==> config.mk <==
export PLATFORM = sky130hd
export DESIGN_NAME = pu_conn_context_rd
export DESIGN_NICKNAME = d
export VERILOG_FILES = /design/src/rtl/pu_conn_context_rd_pkg.sv /design/src/rtl/sfifo2f_fo.sv /design/src/rtl/pu_conn_context_rd.sv
export SDC_FILE = /design/constraint.sdc
export NUM_CORES = 1
export LEC_CHECK = 0
export ABC_CLOCK_PERIOD_IN_PS = 2300
export BUFFER_PORTS_ARGS = -buffer_cell sky130_fd_sc_hd__buf_2
export CAP_MARGIN = 20
export CORE_ASPECT_RATIO = 1.5
export CORE_MARGIN = 4
export CORE_UTILIZATION = 32
export CTS_CLUSTER_SIZE = 14
export DETAILED_ROUTE_END_ITERATION = 16
export SLEW_MARGIN = 30
export SYNTH_ARGS = -nofsm -noshare
export SYNTH_HDL_FRONTEND = slang
export SYNTH_SLANG_ARGS = --single-unit
==> constraint.sdc <==
create_clock -name clk -period 2.3 [get_ports clk]
set_input_delay 0.23 -clock clk [delete_from_list [all_inputs] [get_ports clk]]
set_output_delay 0.23 -clock clk [all_outputs]
set_load 0.01 [all_outputs]
==> src/rtl/pu_conn_context_rd_pkg.sv <==
// Shared types and address-map constants for the PU connection-context read path.
package pu_conn_context_rd_pkg;

    localparam int PU_WIDTH_NBITS                 = 32;
    localparam int RCI_NBITS                      = 8;
    localparam int CONNECTION_CONTEXT_DEPTH_NBITS = 4;
    localparam int PU_MEM_ADDR_NBITS              = 16;
    localparam int PU_MEM_MULTI_DEPTH_MSB         = 15;
    localparam int PU_MEM_MULTI_DEPTH_LSB         = 12;
    localparam logic [3:0] PU_CONNECTION_CONTEXT_MEM = 4'h3;

    typedef struct packed {
        logic [1:0]                   op;
        logic [PU_MEM_ADDR_NBITS-1:0] addr;
        logic [PU_WIDTH_NBITS-1:0]    wdata;
    } io_type;

    typedef struct packed {
        logic [PU_WIDTH_NBITS-1:0] data;
        logic                      last;
        logic                      err;
    } rsp_entry_t;

    typedef enum logic [1:0] {ST_IDLE, ST_ISSUE, ST_WAIT} rd_state_t;

    // Read command toward the connection-context memory; all non-address fields stay zero.
    function automatic io_type cc_read_cmd(input logic [RCI_NBITS-1:0] rci,
                                           input logic [CONNECTION_CONTEXT_DEPTH_NBITS-1:0] offset);
        io_type cmd;
        cmd = '0;
        cmd.addr[PU_MEM_MULTI_DEPTH_MSB:PU_MEM_MULTI_DEPTH_LSB] = PU_CONNECTION_CONTEXT_MEM;
        cmd.addr[RCI_NBITS-1+CONNECTION_CONTEXT_DEPTH_NBITS:CONNECTION_CONTEXT_DEPTH_NBITS] = rci;
        cmd.addr[CONNECTION_CONTEXT_DEPTH_NBITS-1:0] = offset;
        return cmd;
    endfunction

endpackage

==> src/rtl/sfifo2f_fo.sv <==
// Two-entry synchronous FIFO with fall-through head; occupancy exported for credit checks.
module sfifo2f_fo #(
    parameter int WIDTH = 8
) (
    input  logic             clk,
    input  logic             rstn,
    input  logic             wr,
    input  logic [WIDTH-1:0] din,
    input  logic             rd,
    output logic [WIDTH-1:0] dout,
    output logic             empty,
    output logic [1:0]       count
);

    logic [WIDTH-1:0] mem [2];
    logic             rd_ptr;
    logic             wr_ptr;
    logic             wr_en;
    logic             rd_en;

    assign empty = (count == 2'd0);
    assign rd_en = rd & ~empty;
    // A write into a full buffer is accepted only when the head leaves in the same cycle.
    assign wr_en = wr & ((count != 2'd2) | rd_en);
    assign dout  = mem[rd_ptr];

    always_ff @(posedge clk or negedge rstn) begin
        if (!rstn) begin
            mem[0] <= '0;
            mem[1] <= '0;
            rd_ptr <= 1'b0;
            wr_ptr <= 1'b0;
            count  <= 2'd0;
        end else begin
            if (wr_en) begin
                mem[wr_ptr] <= din;
                wr_ptr      <= ~wr_ptr;
            end
            if (rd_en) begin
                rd_ptr <= ~rd_ptr;
            end
            count <= count + {1'b0, wr_en} - {1'b0, rd_en};
        end
    end

endmodule

==> src/rtl/pu_conn_context_rd.sv <==
// Per-PU burst read initiator: one outstanding io_req at a time, in-order responses
// through a 2-entry buffer, with ack timeout and stray-ack accounting.
module pu_conn_context_rd
    import pu_conn_context_rd_pkg::*;
#(
    parameter int WIDTH_NBITS   = PU_WIDTH_NBITS,
    parameter int LEN_NBITS     = 3,
    parameter int TIMEOUT_NBITS = 10
) (
    input  logic                                      clk,
    input  logic                                      rstn,
    input  logic                                      req_valid,
    output logic                                      req_ready,
    input  logic [RCI_NBITS-1:0]                      req_rci,
    input  logic [CONNECTION_CONTEXT_DEPTH_NBITS-1:0] req_offset,
    input  logic [LEN_NBITS-1:0]                      req_len,
    output logic                                      io_req,
    output io_type                                    io_cmd,
    input  logic                                      io_ack,
    input  logic [WIDTH_NBITS-1:0]                    io_ack_data,
    output logic                                      rsp_valid,
    input  logic                                      rsp_ready,
    output logic [WIDTH_NBITS-1:0]                    rsp_data,
    output logic                                      rsp_last,
    output logic                                      rsp_err,
    output logic [7:0]                                stray_ack_cnt
);

    localparam int CCD = CONNECTION_CONTEXT_DEPTH_NBITS;
    localparam logic [CCD-1:0]           OFF_ONE     = 1;
    localparam logic [LEN_NBITS-1:0]     LEN_ONE     = 1;
    localparam logic [TIMEOUT_NBITS-1:0] TCNT_ONE    = 1;
    localparam logic [TIMEOUT_NBITS-1:0] TIMEOUT_PRE = {{(TIMEOUT_NBITS-1){1'b1}}, 1'b0};

    rd_state_t                state;
    logic [RCI_NBITS-1:0]     rci_q;
    logic [CCD-1:0]           offset_q;
    logic [CCD-1:0]           offset_next;
    logic [LEN_NBITS-1:0]     len_q;
    logic [LEN_NBITS-1:0]     word_cnt;
    logic [TIMEOUT_NBITS-1:0] tcnt;

    rsp_entry_t push_entry;
    rsp_entry_t head;
    logic       push;
    logic       pop;
    logic       buf_empty;
    logic [1:0] buf_count;
    logic [1:0] next_count;
    logic       credit_ok;
    logic       is_last;
    logic       expire;

    assign is_last     = (word_cnt == len_q);
    assign offset_next = offset_q + OFF_ONE;
    assign expire      = (state == ST_WAIT) & ~io_ack & (tcnt == TIMEOUT_PRE);
    assign push        = ((state == ST_WAIT) & io_ack) | expire;
    assign pop         = rsp_valid & rsp_ready;
    // Credit looks at the occupancy after this edge so a read can follow its ack immediately.
    assign next_count  = buf_count + {1'b0, push} - {1'b0, pop};
    assign credit_ok   = (next_count < 2'd2);

    always_comb begin
        push_entry = '0;
        if (io_ack) begin
            push_entry.data = io_ack_data;
            push_entry.last = is_last;
        end else begin
            push_entry.last = 1'b1;
            push_entry.err  = 1'b1;
        end
    end

    always_ff @(posedge clk or negedge rstn) begin
        if (!rstn) begin
            state     <= ST_IDLE;
            req_ready <= 1'b1;
            io_req    <= 1'b0;
            io_cmd    <= '0;
            rci_q     <= '0;
            offset_q  <= '0;
            len_q     <= '0;
            word_cnt  <= '0;
            tcnt      <= '0;
        end else begin
            io_req <= 1'b0;
            io_cmd <= '0;
            case (state)
                ST_IDLE: begin
                    if (req_valid & req_ready) begin
                        rci_q     <= req_rci;
                        offset_q  <= req_offset;
                        len_q     <= req_len;
                        word_cnt  <= '0;
                        req_ready <= 1'b0;
                        if (credit_ok) begin
                            io_req <= 1'b1;
                            io_cmd <= cc_read_cmd(req_rci, req_offset);
                            tcnt   <= '0;
                            state  <= ST_WAIT;
                        end else begin
                            state <= ST_ISSUE;
                        end
                    end
                end
                ST_ISSUE: begin
                    if (credit_ok) begin
                        io_req <= 1'b1;
                        io_cmd <= cc_read_cmd(rci_q, offset_q);
                        tcnt   <= '0;
                        state  <= ST_WAIT;
                    end
                end
                ST_WAIT: begin
                    // An ack in the expiry cycle wins over the timeout.
                    if (io_ack) begin
                        if (is_last) begin
                            state     <= ST_IDLE;
                            req_ready <= 1'b1;
                        end else begin
                            word_cnt <= word_cnt + LEN_ONE;
                            offset_q <= offset_next;
                            if (credit_ok) begin
                                io_req <= 1'b1;
                                io_cmd <= cc_read_cmd(rci_q, offset_next);
                                tcnt   <= '0;
                            end else begin
                                state <= ST_ISSUE;
                            end
                        end
                    end else if (expire) begin
                        state     <= ST_IDLE;
                        req_ready <= 1'b1;
                    end else begin
                        tcnt <= tcnt + TCNT_ONE;
                    end
                end
                default: begin
                    state     <= ST_IDLE;
                    req_ready <= 1'b1;
                end
            endcase
        end
    end

    always_ff @(posedge clk or negedge rstn) begin
        if (!rstn) begin
            stray_ack_cnt <= 8'd0;
        end else if (io_ack && (state != ST_WAIT) && (stray_ack_cnt != 8'hFF)) begin
            stray_ack_cnt <= stray_ack_cnt + 8'd1;
        end
    end

    sfifo2f_fo #(
        .WIDTH ($bits(rsp_entry_t))
    ) u_rsp_buf (
        .clk   (clk),
        .rstn  (rstn),
        .wr    (push),
        .din   (push_entry),
        .rd    (pop),
        .dout  (head),
        .empty (buf_empty),
        .count (buf_count)
    );

    assign rsp_valid = ~buf_empty;
    assign rsp_data  = buf_empty ? '0 : head.data;
    assign rsp_last  = ~buf_empty & head.last;
    assign rsp_err   = ~buf_empty & head.err;

endmodule

Word level (Yosys, flattened, before mapping)
Index checks and enable logic that the tools add are counted.
{"block": "word_totals", "regBits": 162, "latch_bits": 0, "mem_bits_rw": 0, "romBits": 0, "output_inout_bits": 95, "word_cells": 124, "mem_count": 0}
{"block": "classes", "add_sub_neg": 8, "mul": 0, "n_div": 0, "order_cmp": 4, "n_eq_ne": 16, "n_shift": 0, "n_mux": 49, "n_bitwise": 18, "n_reduce_logical": 12}
{"cell": "$mux W46", "count": 6}
{"cell": "$pmux W46 S3", "count": 1}
{"cell": "$mux W34", "count": 4}
{"cell": "$bwmux W68", "count": 1}
{"cell": "$mux W32", "count": 2}
{"cell": "$mux W10", "count": 5}
{"cell": "$demux W34 S1", "count": 1}
{"cell": "$pmux W10 S3", "count": 1}
{"cell": "$reduce_and A4 Y1", "count": 4}
{"cell": "$mux W2", "count": 7}
{"cell": "$mux W4", "count": 3}
{"cell": "$ne A2 B2 Y1 const B", "count": 6}
{"cell": "$ne A3 B3 Y1 const B", "count": 4}
{"cell": "$add A10 B1 Y10 const B", "count": 1}
{"cell": "$eq A10 B10 Y1 const B", "count": 1}
{"cell": "$mux W1", "count": 10}
{"cell": "$and A1 B1 Y1", "count": 9}
{"cell": "$mux W3", "count": 3}
{"cell": "$add A8 B1 Y8 const B", "count": 1}
{"cell": "$ne A8 B8 Y1 const B", "count": 1}
{"cell": "$pmux W4 S2", "count": 1}
{"cell": "$pmux W1 S3", "count": 2}
{"cell": "$pmux W2 S3", "count": 1}
{"cell": "$pmux W3 S2", "count": 1}
{"cell": "19 further kinds", "count": 31}

Logic depth before layout (Yosys ltp)
Gate-level depths: netlist of the first run.
{"block": "logic_depth", "depth_word": 11, "ltp_mapped": 10, "ltp_nobuf": 9}

By module
A second synthesis of the first run with hierarchy kept.
{"block": "unflattened", "cells_unflattened": 595, "area_unflattened_um2": 6542.5}
{"module": "pu_conn_context_rd", "instances": 1, "cells_per_inst": 397, "area_per_inst_um2": 3378.2, "seq_area_each_um2": 1302.5}
{"module": "sfifo2f_fo", "instances": 1, "cells_per_inst": 198, "area_per_inst_um2": 3164.3, "seq_area_each_um2": 1801.7}

Worst setup path before layout of the first run
Ideal clock, no wire load.
{"block": "synth_path", "path_kind": "register to register", "start": "register u_rsp_buf.count[1]", "end": "register io_cmd[35] (netlist bit)", "arrival_time_ns": 2.246, "required_ns": 2.169, "slack_ns": -0.077, "stages_incl_launch_ff": 11, "path_buffers": 1, "period_less_slack_ns": 2.377, "cell_sequence": "dfrtp_1 nor2_1 inv_1 and2_1 ha_1 nor3b_2 nand4_1 a22oi_4 a21o_1 buf_2 a31oi_1"}
{"block": "synth_via", "elab_chain_cells": 9, "elab_cells_between_ends": 13}
{"element": "start, declared", "line_no": "sfifo2f_fo.sv:12", "source": "output logic [1:0] count"}
{"element": "start signal, assigned", "line_no": "sfifo2f_fo.sv:42", "source": "count <= count + {1'b0, wr_en} - {1'b0, rd_en};"}
{"element": "$logic_not A2 Y1 (*)", "line_no": "sfifo2f_fo.sv:21", "source": "assign empty = (count == 2'd0);"}
{"element": "$not A1 Y1 (*)", "line_no": "pu_conn_context_rd.sv:167", "source": "assign rsp_valid = ~buf_empty;"}
{"element": "via rsp_valid", "line_no": "pu_conn_context_rd.sv:21", "source": "output logic rsp_valid,"}
{"element": "$and A1 B1 Y1 (*)", "line_no": "pu_conn_context_rd.sv:58", "source": "assign pop = rsp_valid & rsp_ready;"}
{"element": "$sub A2 B1 Y2 (*)", "line_no": "pu_conn_context_rd.sv:60", "source": "assign next_count = buf_count + {1'b0, push} - {1'b0, pop};"}
{"element": "$lt A2 B2 Y1 (*)", "line_no": "pu_conn_context_rd.sv:61", "source": "assign credit_ok = (next_count < 2'd2);"}
{"element": "$mux W46", "line_no": "pu_conn_context_rd.sv:123", "source": "if (credit_ok) begin"}
{"element": "$mux W46", "line_no": "pu_conn_context_rd.sv:117", "source": "if (is_last) begin"}
{"element": "$mux W46", "line_no": "pu_conn_context_rd.sv:116", "source": "if (io_ack) begin"}
{"element": "$pmux W46 S3 (*)", "line_no": "pu_conn_context_rd.sv:88", "source": "case (state)"}
{"element": "end signal, assigned", "line_no": "pu_conn_context_rd.sv:98", "source": "io_cmd <= cc_read_cmd(req_rci, req_offset);"}
{"element": "end signal, assigned", "line_no": "pu_conn_context_rd.sv:109", "source": "io_cmd <= cc_read_cmd(rci_q, offset_q);"}
{"element": "end signal, assigned", "line_no": "pu_conn_context_rd.sv:125", "source": "io_cmd <= cc_read_cmd(rci_q, offset_next);"}
{"element": "end, declared", "line_no": "pu_conn_context_rd.sv:18", "source": "output io_type io_cmd,"}
The timed path passes the listed nets; every way through them passes the cells marked *.
A chain may end at the register's enable or synchronous reset.

Worst setup path after layout of the first run
{"block": "layout_path", "start": "register u_rsp_buf.count[1]", "end": "register io_cmd[38] (netlist bit)"}
{"block": "layout_via", "elab_chain_cells": 9, "elab_cells_between_ends": 13}
{"element": "parallel branches: the longest is 3 deep, another holds $add A2 B1 Y2"}
{"element": "$sub A2 B1 Y2 (*)", "line_no": "pu_conn_context_rd.sv:60"}
{"element": "$lt A2 B2 Y1 (*)", "line_no": "pu_conn_context_rd.sv:61"}
{"element": "$mux W46", "line_no": "pu_conn_context_rd.sv:123"}
{"element": "$mux W46", "line_no": "pu_conn_context_rd.sv:117"}
{"element": "$mux W46", "line_no": "pu_conn_context_rd.sv:116"}
{"element": "$pmux W46 S3 (*)", "line_no": "pu_conn_context_rd.sv:88"}
Every way passes the cells marked *.

==> results of run 1 <==
-- path summary, 6_finish.rpt --
check,start,to,slack [ns],cells past startpoint
setup reg to reg,u_rsp_buf.count[1],io_cmd[38],0.13,10
hold reg to reg,rci_q[0],rci_q[0],0.48,2
min in group asynchronous,rstn,u_rsp_buf.mem[6],0.37,2
max in group asynchronous,rstn,req_ready,1.20,3
hold / removal,req_rci[1],rci_q[1],0.03,3
setup / recovery,u_rsp_buf.count[1],io_cmd[38],0.13,10
-- per-stage QoR --
stage               util [%]  std cells  worst slack, ns
floorplan                  -        709           0.0262
global placement        36.4       1021           0.0803
detailed placement      36.4       1021          -0.0769
CTS                     39.6       1057           0.0441
global route            40.1       1060           0.0163
finish                  40.1       1060            0.133
-- state kept, by name, indices dropped and copies added, names as in the netlist --
name / count
u_rsp_buf.mem: 68
io_cmd: 13
tcnt: 10
rci_q: 8
stray_ack_cnt: 8
offset_q: 4
len_q: 3
word_cnt: 3
state: 2
u_rsp_buf.count: 2
req_ready: 1
u_rsp_buf.rd_ptr: 1
u_rsp_buf.wr_ptr: 1
-- metal layers --
layer | wire [um] | global-route usage [%]
met5 | 0 | 0
met4 | 239 | 4.86
met3 | 766 | 3.84
met2 | 7620 | 24.0
met1 | 6120 | 16.8
-- cells by family (layout without fill, tap and decap cells) --
group	after synthesis	count (layout)
xor gates and xnor gates	17	17
and+or+nand+nor	261	261
AOI/OAI and AO/OA	113	114
DFF	124	124
adders and majority gates	7	7
other	1	36
buffers and inverters	114	208
muxes	37	37
-- tightest hold or removal path: cells and delay by family --
kind                   cells  cell delay, ns
and+or+nand+nor            2            0.10
buffers and inverters      1            0.07
-- final cells by class --
class	instances	area [um2]	area share, %
Sequential cell	124	3110	40.5
Multi-Input combinational cell	472	2660	34.7
Timing Repair Buffer	135	846	11.0
Clock buffer	18	439	5.73
Tap cell	256	320	4.18
Inverter	41	154	2.01
Clock inverter	14	135	1.76
-- layout by cell type, fill, tap and decap left out, types with 16 or more instances in the layout --
cell type | synthesis | final
dfrtp_1 | 123 | 122
mux2i_1 | 35 | 35
clkbuf_16 | 0 | 17
conb_1 | 1 | 36
buf_2 | 11 | 109
o21ai_0 | 63 | 63
a21oi_1 | 17 | 16
nand3_1 | 42 | 42
nand2_1 | 129 | 129
inv_1 | 41 | 41
nor2_1 | 52 | 51
-- power by group through the flow --
stage	combinational [mW]	sequential (mW)	clock (mW)
5_1_grt	1.97	2.51	2.77
4_1_cts	1.66	2.49	2.68
6_report	1.78	2.49	2.59
3_3_place_gp	1.64	2.53	0
2_1_floorplan	1.07	2.47	0
3_5_place_dp	1.65	2.53	0
-- repair_timing --
action / CTS / global route
pin swaps: 0 / 4
setup endpoints to repair: 9 / 15
gates resized for setup: 1 / 11
cloned: 0 / 1
hold buffers: 4 / 0
hold endpoints to repair: 60 / 0
setup buffers: 0 / 2
==> results.yml, run 1 <==
power_and_ir_drop:
  power.switching_mw: 2.22
  leakagePower_nw: 3.97
  power.total_mw: 6.86
  internal_power_mw: 4.64
  p_per_area_nw_per_um2: 896
  pwr-share-clk_pct: 37.8
  seq_power_share_pct: 36.2
  p_sw_share_pct: 32.3
  comb_power_share_pct: 26.0
  ir_drop_uv: 694
drt:
  routed_via_density: 4.46
  drc: 0
  drt_iter0_markers: 242
  vias: 4730
  antenna_left: 0
  post_drt_wl_per_cell_um: 13.9
  wirelength_um: 14700
  drt-pass1-iter-count: 4
sta:
  hold_viol_final: 0
  setup_viol_count_final: 0
  relSlewSlack_pct: 57.1
  fin_worst_skew_ns: 0.0101
  worst_pin_slew_ns: 0.643
  final-max-slew-violation-count: 0
  finalCriticalPeriod_ns: 2.17
  tns_ns: 0
  fin_crit_sh_pct: 94.2
  max_freq_mhz: 461
  rsz0062_at_grt: "false"
  timing.hold.ws_ns: 0.0315
clocking:
  htree_levels: 4
  cts_buffer_depth: 2
  cts_tree: "built"
  clk_pin_slew_ns: 0.06
  cts.sinks: 124
  cts_made_buffers: 17
  clk_latency_ns: 0.41
  cts_root_buf: "clkbuf_16"
place:
  dp_hpwl_um: 10100
  routabilityCongestion: 0.771
  portBuffers: 110
  place_area_um2: 6940
critical_path:
  critPathBufInv: 2
  cp.required_ns: 2.59
  end_kind: "register"
  path_cells: "nor2_4, inv_1, and2_1, ha_4, nor3b_2, nand4_1, a22oi_4, buf_12, a21o_2, a21oi_1"
  slowest_delay_ns: 0.42
  critical-path-slowest-cell: "dfrtp_1"
  crit_type: "reg -> reg"
  crit_fanout: 5
  start_kind: "register"
  crit_family: "simple AND/OR/NAND/NOR gates"
  cp.arrival_ns: 2.46
yosys:
  syn_area_um2: 6190
  ys.flop_type: "dfrtp_1"
  synth.avg_cell_area_um2: 9.18
  synth_top_area_share_pct: 49.8
  async_flop_share_pct: 100
  yosysSeqAreaShare_pct: 50.2
  synth_compound_area_share_pct: 10.6
  synth_xor_area_share_pct: 2.41
  yosysUniqueCellTypes: 52
  synthTopCellsByArea: "dfrtp_1 (50%), nand2_1 (7.8%), mux2i_1 (5.7%)"
  ys_warn_count: 0
  synth_top_area_cell: "dfrtp_1"
  synth_edf_count: 0
  ys_ff_latch: 124
  post-synth-top-count-cell: "nand2_1"
  ys_top_cells_by_count: "nand2_1 (129), dfrtp_1 (123), o21ai_0 (63)"
  synth_top_family_by_area: "simple AND/OR/NAND/NOR gates"
  synthSimpleGateAreaFrac_pct: 19.1
  synthMuxAreaShare_pct: 6.03
  synthCells: 674
  synthAdderAreaFrac_pct: 1.42
global_routing:
  grt_antenna_before_repair: 0
  grt_pass1_wl_um: 24000
  grt_max_degree: 66
  grt_pass1_vias: 4836
  grtUsageTotal_pct: 14.0
  grt-ovfl-total: 0
hold_path:
  hold_class: "in -> reg"
floorplan:
  num_rows: 62
  dieArea_um2: 21700
  core-area_um2: 19100
  pin_count: 147
  start_util_pct: 32.4
  die_w_um: 122
  die_y_um: 178
cells_and_area:
  design_area_um2: 7660
  layout-drive-gt1-share_pct: 23.6
  final_nets: 850
  fillers: 1987
  area_delta_synth_final_pct: 23.8
  n_antenna_cell: 0
run:
  maxCapViolations: 0
status:
  status: "finished, final reports clean"
No activity file was read; power rests on OpenSTA's default activity.
==> run 2, diff against run 1 <==
--- a/config.mk
+++ b/config.mk
@@ -6,13 +6,13 @@
 export NUM_CORES = 1
 export LEC_CHECK = 0
 export ABC_CLOCK_PERIOD_IN_PS = 2300
-export BUFFER_PORTS_ARGS = -buffer_cell sky130_fd_sc_hd__buf_2
 export CAP_MARGIN = 20
 export CORE_ASPECT_RATIO = 1.5
 export CORE_MARGIN = 4
 export CORE_UTILIZATION = 32
 export CTS_CLUSTER_SIZE = 14
 export DETAILED_ROUTE_END_ITERATION = 16
+export DONT_BUFFER_PORTS = 1
 export SLEW_MARGIN = 30
 export SYNTH_ARGS = -nofsm -noshare
 export SYNTH_HDL_FRONTEND = slang
==> run 2 against run 1 <==
Against the previous run:
- the flow now finishes with violations (negative hold slack)
- register-to-register slack better by 0.04 ns
- clock skew shrank 0.0020 ns
- via count is 3.5% lower
- critical path depth is 1 lower
- hold slack worse by 0.51 ns
- clock power rose by 11%
- critical path type unchanged
==> results.yml, run 2 (synthesis results as in run 1) <==
status:
  status: "finished with violations"
  violations: "negative hold slack"
sta:
  finalCriticalPeriod_ns: 2.12
  final-max-slew-violation-count: 0
  setup_viol_count_final: 0
  timing.hold.ws_ns: -0.481
  fin_worst_skew_ns: 0.00816
  max_freq_mhz: 471
  hold_viol_final: 124
  fin_crit_sh_pct: 92.3
  rsz0062_at_grt: "true"
power_and_ir_drop:
  power.switching_mw: 1.97
  seq_power_share_pct: 37.6
  internal_power_mw: 4.77
  comb_power_share_pct: 19.8
  p_sw_share_pct: 29.3
  power.total_mw: 6.74
  p_per_area_nw_per_um2: 906
  ir_drop_uv: 576
  leakagePower_nw: 3.63
  pwr-share-clk_pct: 42.6
global_routing:
  grt_pass1_wl_um: 23200
  grt_max_degree: 125
  grt_pass1_vias: 4568
  grt-ovfl-total: 0
  grt_antenna_before_repair: 0
  grtUsageTotal_pct: 13.8
cells_and_area:
  top_register: "u_rsp_buf.mem"
  area_delta_synth_final_pct: 20.3
  n_antenna_cell: 0
  layout_commonest_cell: "nand2_1"
  largest_reg_flops: 68
  final_nets: 774
  fillers: 1966
  reg.largest.list: "u_rsp_buf.mem x68, io_cmd x13, tcnt x10"
  layout-drive-gt1-share_pct: 8.79
  final_cell_mix: "nand2_1 (129), dfrtp_1 (122), o21ai_0 (63), nor2_1 (51), dlygate4sd3_1 (45)"
  final_cells: 984
critical_path:
  path_cells: "nor2_4, inv_1, and2_1, ha_1, nor3b_2, nand4_1, a22oi_4, o21ai_2, o2bb2ai_1"
  crit_fanout: 6
  r2r_start: "u_rsp_buf.count[1]"
  crit_type: "reg -> reg"
  r2r_cells: 9
  timing.rr.end: "tcnt[8]"
  cp.arrival_ns: 2.46
  cp.required_ns: 2.63
  start_kind: "register"
  critical-path-slowest-cell: "dfrtp_1"
  r2r_slack_ns: 0.18
  end_kind: "register"
  slowest_delay_ns: 0.42
clocking:
  htree_levels: 4
  cts.sinks: 124
  cts_made_buffers: 17
  hold_buffers: 46
  cts_root_buf: "clkbuf_16"
  cts_buffer_depth: 2
  clk_pin_slew_ns: 0.06
  cts_tree: "built"
  clk_latency_ns: 0.41
  cts_setup_buffers: 0
drt:
  antenna_left: 0
  drc: 0
  vias: 4563
  drt-pass1-iter-count: 4
  drt_iter0_markers: 188
  routed_via_density: 4.64
  post_drt_wl_per_cell_um: 14.4
  wirelength_um: 14200
floorplan:
  die_w_um: 122
  dieArea_um2: 21700
  die_y_um: 178
  pin_count: 147
  start_util_pct: 32.4
  core-area_um2: 19100
  num_rows: 62
place:
  dp.cells: 906
  portBuffers: 0
  routabilityCongestion: 0.788
  dp_hpwl_um: 9290
run:
  maxCapViolations: 0
hold_path:
  hold_class: "in -> async"
run 2: cell count changes in the layout (fill, tap and decap cells not counted), sizes merged:
cell         delta
a21o            -1
buf           -116
bufinv          +3
clkbuf          +5
clkinv          -3
clkinvlp        -1
dlygate4sd3    +41
inv             -4
run 2: worst max-delay path by stage:
stage | from | endpoint | slack [ns] | cells after the start
after floorplan | u_rsp_buf.count[1] | io_cmd[35] | 0.03 | 10
after global placement | u_rsp_buf.count[1] | io_cmd[35] | 0.05 | 9
after detailed placement | u_rsp_buf.count[1] | io_cmd[36] | -0.002 | 9
after CTS | u_rsp_buf.count[1] | io_cmd[38] | 0.10 | 9
after global routing | u_rsp_buf.count[1] | tcnt[8] | -0.03 | 9
final | u_rsp_buf.count[1] | tcnt[8] | 0.18 | 9
run 2: timing repair:
action	CTS	global route
gates resized for setup	1	2
setup endpoints to repair	4	11
hold endpoints to repair	210	124
gates cloned	0	0
run 2: metal layers:
layer  share of wire, %  vias up  wire length, um  track usage [%]
met1                 40     2181             5740             15.0
li1                   -     2233                -                -
met5                  0        -                0                0
met2                 52      128             7360             24.7
met3                5.9       21              832             4.25
met4                1.9        0              267             5.42
run 2: power by group through the flow:
stage,Combinational [mW],Sequential (mW),Clock (mW)
final,1.33,2.53,2.87
after global routing,1.47,2.56,3.06
after CTS,1.35,2.54,2.97
after detailed placement,1.25,2.57,0
after global placement,1.24,2.57,0
after floorplan,1.07,2.47,0
run 2: critical path, delay by kind of cell, from the launching register on:
family | cells | cell delay, ns
flip-flops | 1 | 0.42
AO/OA/AOI/OAI | 3 | 0.59
adder cells (fa/ha/maj) | 1 | 0.30
AND/OR/NAND/NOR | 4 | 0.68
buffers and inverters | 1 | 0.06
run 2: final cells by class:
class,instances,area (um2),area share [%]
inverters,41,154,2.07
well taps,256,320,4.31
flip-flops and latches,124,3110,41.7
clock buffers,23,478,6.42
repair buffers,60,621,8.34
multi-input cells,471,2600,35.0
clock inverters,9,159,2.14
run 2: metrics by stage:
step / TNS [ns] / utilization (%) / area [um2] / setup WS (ns)
3_5_place_dp: -0.00157 / 33.1 / 6310 / -0.00157
4_1_cts: 0 / 38.9 / 7430 / 0.104
5_1_grt: -0.0270 / 39.0 / 7440 / -0.0270
3_3_place_gp: 0 / 33.1 / 6310 / 0.0520
2_1_floorplan: 0 / - / 6320 / 0.0262
6_report: 0 / 39.0 / 7440 / 0.177
==> run 3, diff against run 2 <==
--- a/config.mk
+++ b/config.mk
@@ -6,13 +6,15 @@
 export NUM_CORES = 1
 export LEC_CHECK = 0
 export ABC_CLOCK_PERIOD_IN_PS = 2300
-export CAP_MARGIN = 20
+export CAP_MARGIN = 40
 export CORE_ASPECT_RATIO = 1.5
 export CORE_MARGIN = 4
 export CORE_UTILIZATION = 32
 export CTS_CLUSTER_SIZE = 14
 export DETAILED_ROUTE_END_ITERATION = 16
 export DONT_BUFFER_PORTS = 1
+export MAX_ROUTING_LAYER = met4
+export PLACE_DENSITY = 0.58
 export SLEW_MARGIN = 30
 export SYNTH_ARGS = -nofsm -noshare
 export SYNTH_HDL_FRONTEND = slang
==> run 3 against run 2 <==
Against the previous run:
- the run still ends with negative hold slack left
- sequential cell count stayed put
- critical path depth is the same
- routed wire length fell by 1.3%
- fmax fell by 0.67%
- critical path type unchanged
- highest routed layer unchanged
==> results.yml, run 3 (synthesis results as in run 1) <==
status:
  status: "finished with violations"
  violations: "negative hold slack"
cells_and_area:
  top_register: "u_rsp_buf.mem"
  largest_reg_flops: 68
  multiInputGateArea_um2: 2600
  final_nets: 774
  area_delta_synth_final_pct: 18.9
  design_area_um2: 7360
  layout_commonest_cell: "nand2_1"
  final_cell_mix: "nand2_1 (129), dfrtp_1 (122), o21ai_0 (63), nor2_1 (51), dlygate4sd3_1 (46)"
  fin_util_pct: 38.6
  fillers: 1951
  layout-drive-gt1-share_pct: 8.52
  n_antenna_cell: 0
  reg.largest.list: "u_rsp_buf.mem x68, io_cmd x13, tcnt x10"
  seqCellArea_um2: 3110
  final_cells: 984
sta:
  setup_slack_ns: 0.163
  hold_viol_final: 124
  finalCriticalPeriod_ns: 2.14
  rsz0062_at_grt: "false"
  fin_worst_skew_ns: 0.00853
  timing.hold.ws_ns: -0.479
  fin_crit_sh_pct: 92.9
  final-max-slew-violation-count: 0
  tns_ns: 0
  setup_viol_count_final: 0
  max_freq_mhz: 468
critical_path:
  cp.arrival_ns: 2.46
  cp.required_ns: 2.62
  r2r_slack_ns: 0.16
  timing.rr.end: "tcnt[9]"
  startpoint: "u_rsp_buf.count[1]"
  start_kind: "register"
  r2r_cells: 9
  r2r_start: "u_rsp_buf.count[1]"
  crit_fanout: 6
  end_kind: "register"
  crit_type: "reg -> reg"
  crit_end: "tcnt[9]"
drt:
  wl_met2_um: 7400
  drt-pass1-iter-count: 4
  vias: 4424
  dr_wl_met3_um: 820
  drt_iter0_markers: 235
  routed_via_density: 4.50
  post_drt_wl_per_cell_um: 14.2
  wirelength_um: 14000
  top_layer: "met4"
  drt-met1-wl_um: 5600
  antenna_left: 0
  drc: 0
global_routing:
  grtUsageTotal_pct: 13.5
  grt_max_degree: 125
  grt_pass1_vias: 4477
  grt_antenna_before_repair: 0
  grt_pass1_wl_um: 22400
  grt-ovfl-total: 0
power_and_ir_drop:
  p_sw_share_pct: 31.0
  pwr-share-clk_pct: 39.4
  comb_power_share_pct: 20.6
  seq_power_share_pct: 40.0
  p_per_area_nw_per_um2: 864
  power.switching_mw: 1.97
  ir_drop_uv: 371
  internal_power_mw: 4.39
  power.total_mw: 6.36
  leakagePower_nw: 3.58
clocking:
  hold_buffers: 47
  cts_made_buffers: 17
  cts_buffer_depth: 2
  htree_levels: 4
  cts_setup_buffers: 0
  cts_tree: "built"
  cts.sinks: 124
  clk_latency_ns: 0.41
  clk_pin_slew_ns: 0.06
  cts_root_buf: "clkbuf_16"
floorplan:
  start_util_pct: 32.4
  core-area_um2: 19100
  die_y_um: 178
  dieArea_um2: 21700
  die_w_um: 122
  pin_count: 147
  num_rows: 62
place:
  portBuffers: 0
  routabilityCongestion: 0.759
  dp_hpwl_um: 9120
  place_area_um2: 6300
  place_ws_ns: -0.0233
  dp.cells: 905
run:
  maxCapViolations: 0
hold_path:
  hold_class: "in -> async"
-- run 3: cell count changes in the layout (fill, tap and decap cells not counted), sizes merged --
| cell | change |
|---|---|
| bufinv | -3 |
| buf | -1 |
| dlygate4sd3 | +1 |
| clkinv | +2 |
| clkbuf | -1 |
| clkinvlp | +3 |
| inv | -1 |
-- run 3: cell type report --
cell class                      count  area share, %
Clock inverter                     10           1.26
Multi-Input combinational cell    471           35.3
Timing Repair Buffer               60           8.47
Inverter                           41           2.09
Clock buffer                       22           6.31
Tap cell                          256           4.35
Sequential cell                   124           42.2
-- run 3: critical path, cell delays in order (launching register included) --
cell,delay (ns)
dfrtp_1,0.42
nor2_4,0.12
inv_1,0.05
and2_1,0.18
ha_1,0.30
nor3b_2,0.23
nand4_1,0.17
a22oi_4,0.26
nor2_2,0.12
nor3_1,0.20
-- run 3: how the worst min path moves through the flow --
| stage | end | slack [ns] | cells past startpoint |
|---|---|---|---|
| final | u_rsp_buf.mem[40] | -0.48 | 0 |
| after floorplan | io_cmd[32] | -0.07 | 0 |
| after detailed placement | stray_ack_cnt[4] | -0.06 | 0 |
| after global placement | u_rsp_buf.mem[6] | -0.06 | 0 |
| after global routing | u_rsp_buf.mem[40] | -0.51 | 0 |
| after CTS | u_rsp_buf.mem[59] | -0.50 | 0 |
-- run 3: power by group through the flow --
stage	Sequential [mW]	Clock, mW	Combinational (mW)
final	2.54	2.51	1.31
after global routing	2.57	2.69	1.45
after CTS	2.55	2.60	1.33
after detailed placement	2.58	0	1.23
after global placement	2.58	0	1.22
after floorplan	2.47	0	1.07
-- run 3: repair_timing --
item,in CTS,in global routing
setup endpoints to repair,1,1
hold endpoints to repair,210,124
resized for setup,1,1
-- run 3: routing by layer --
layer	up-vias	global-route usage (%)
met3	17	4.12
met5	-	-
met2	110	23.8
met4	0	4.91
met1	2063	14.3
li1	2234	-
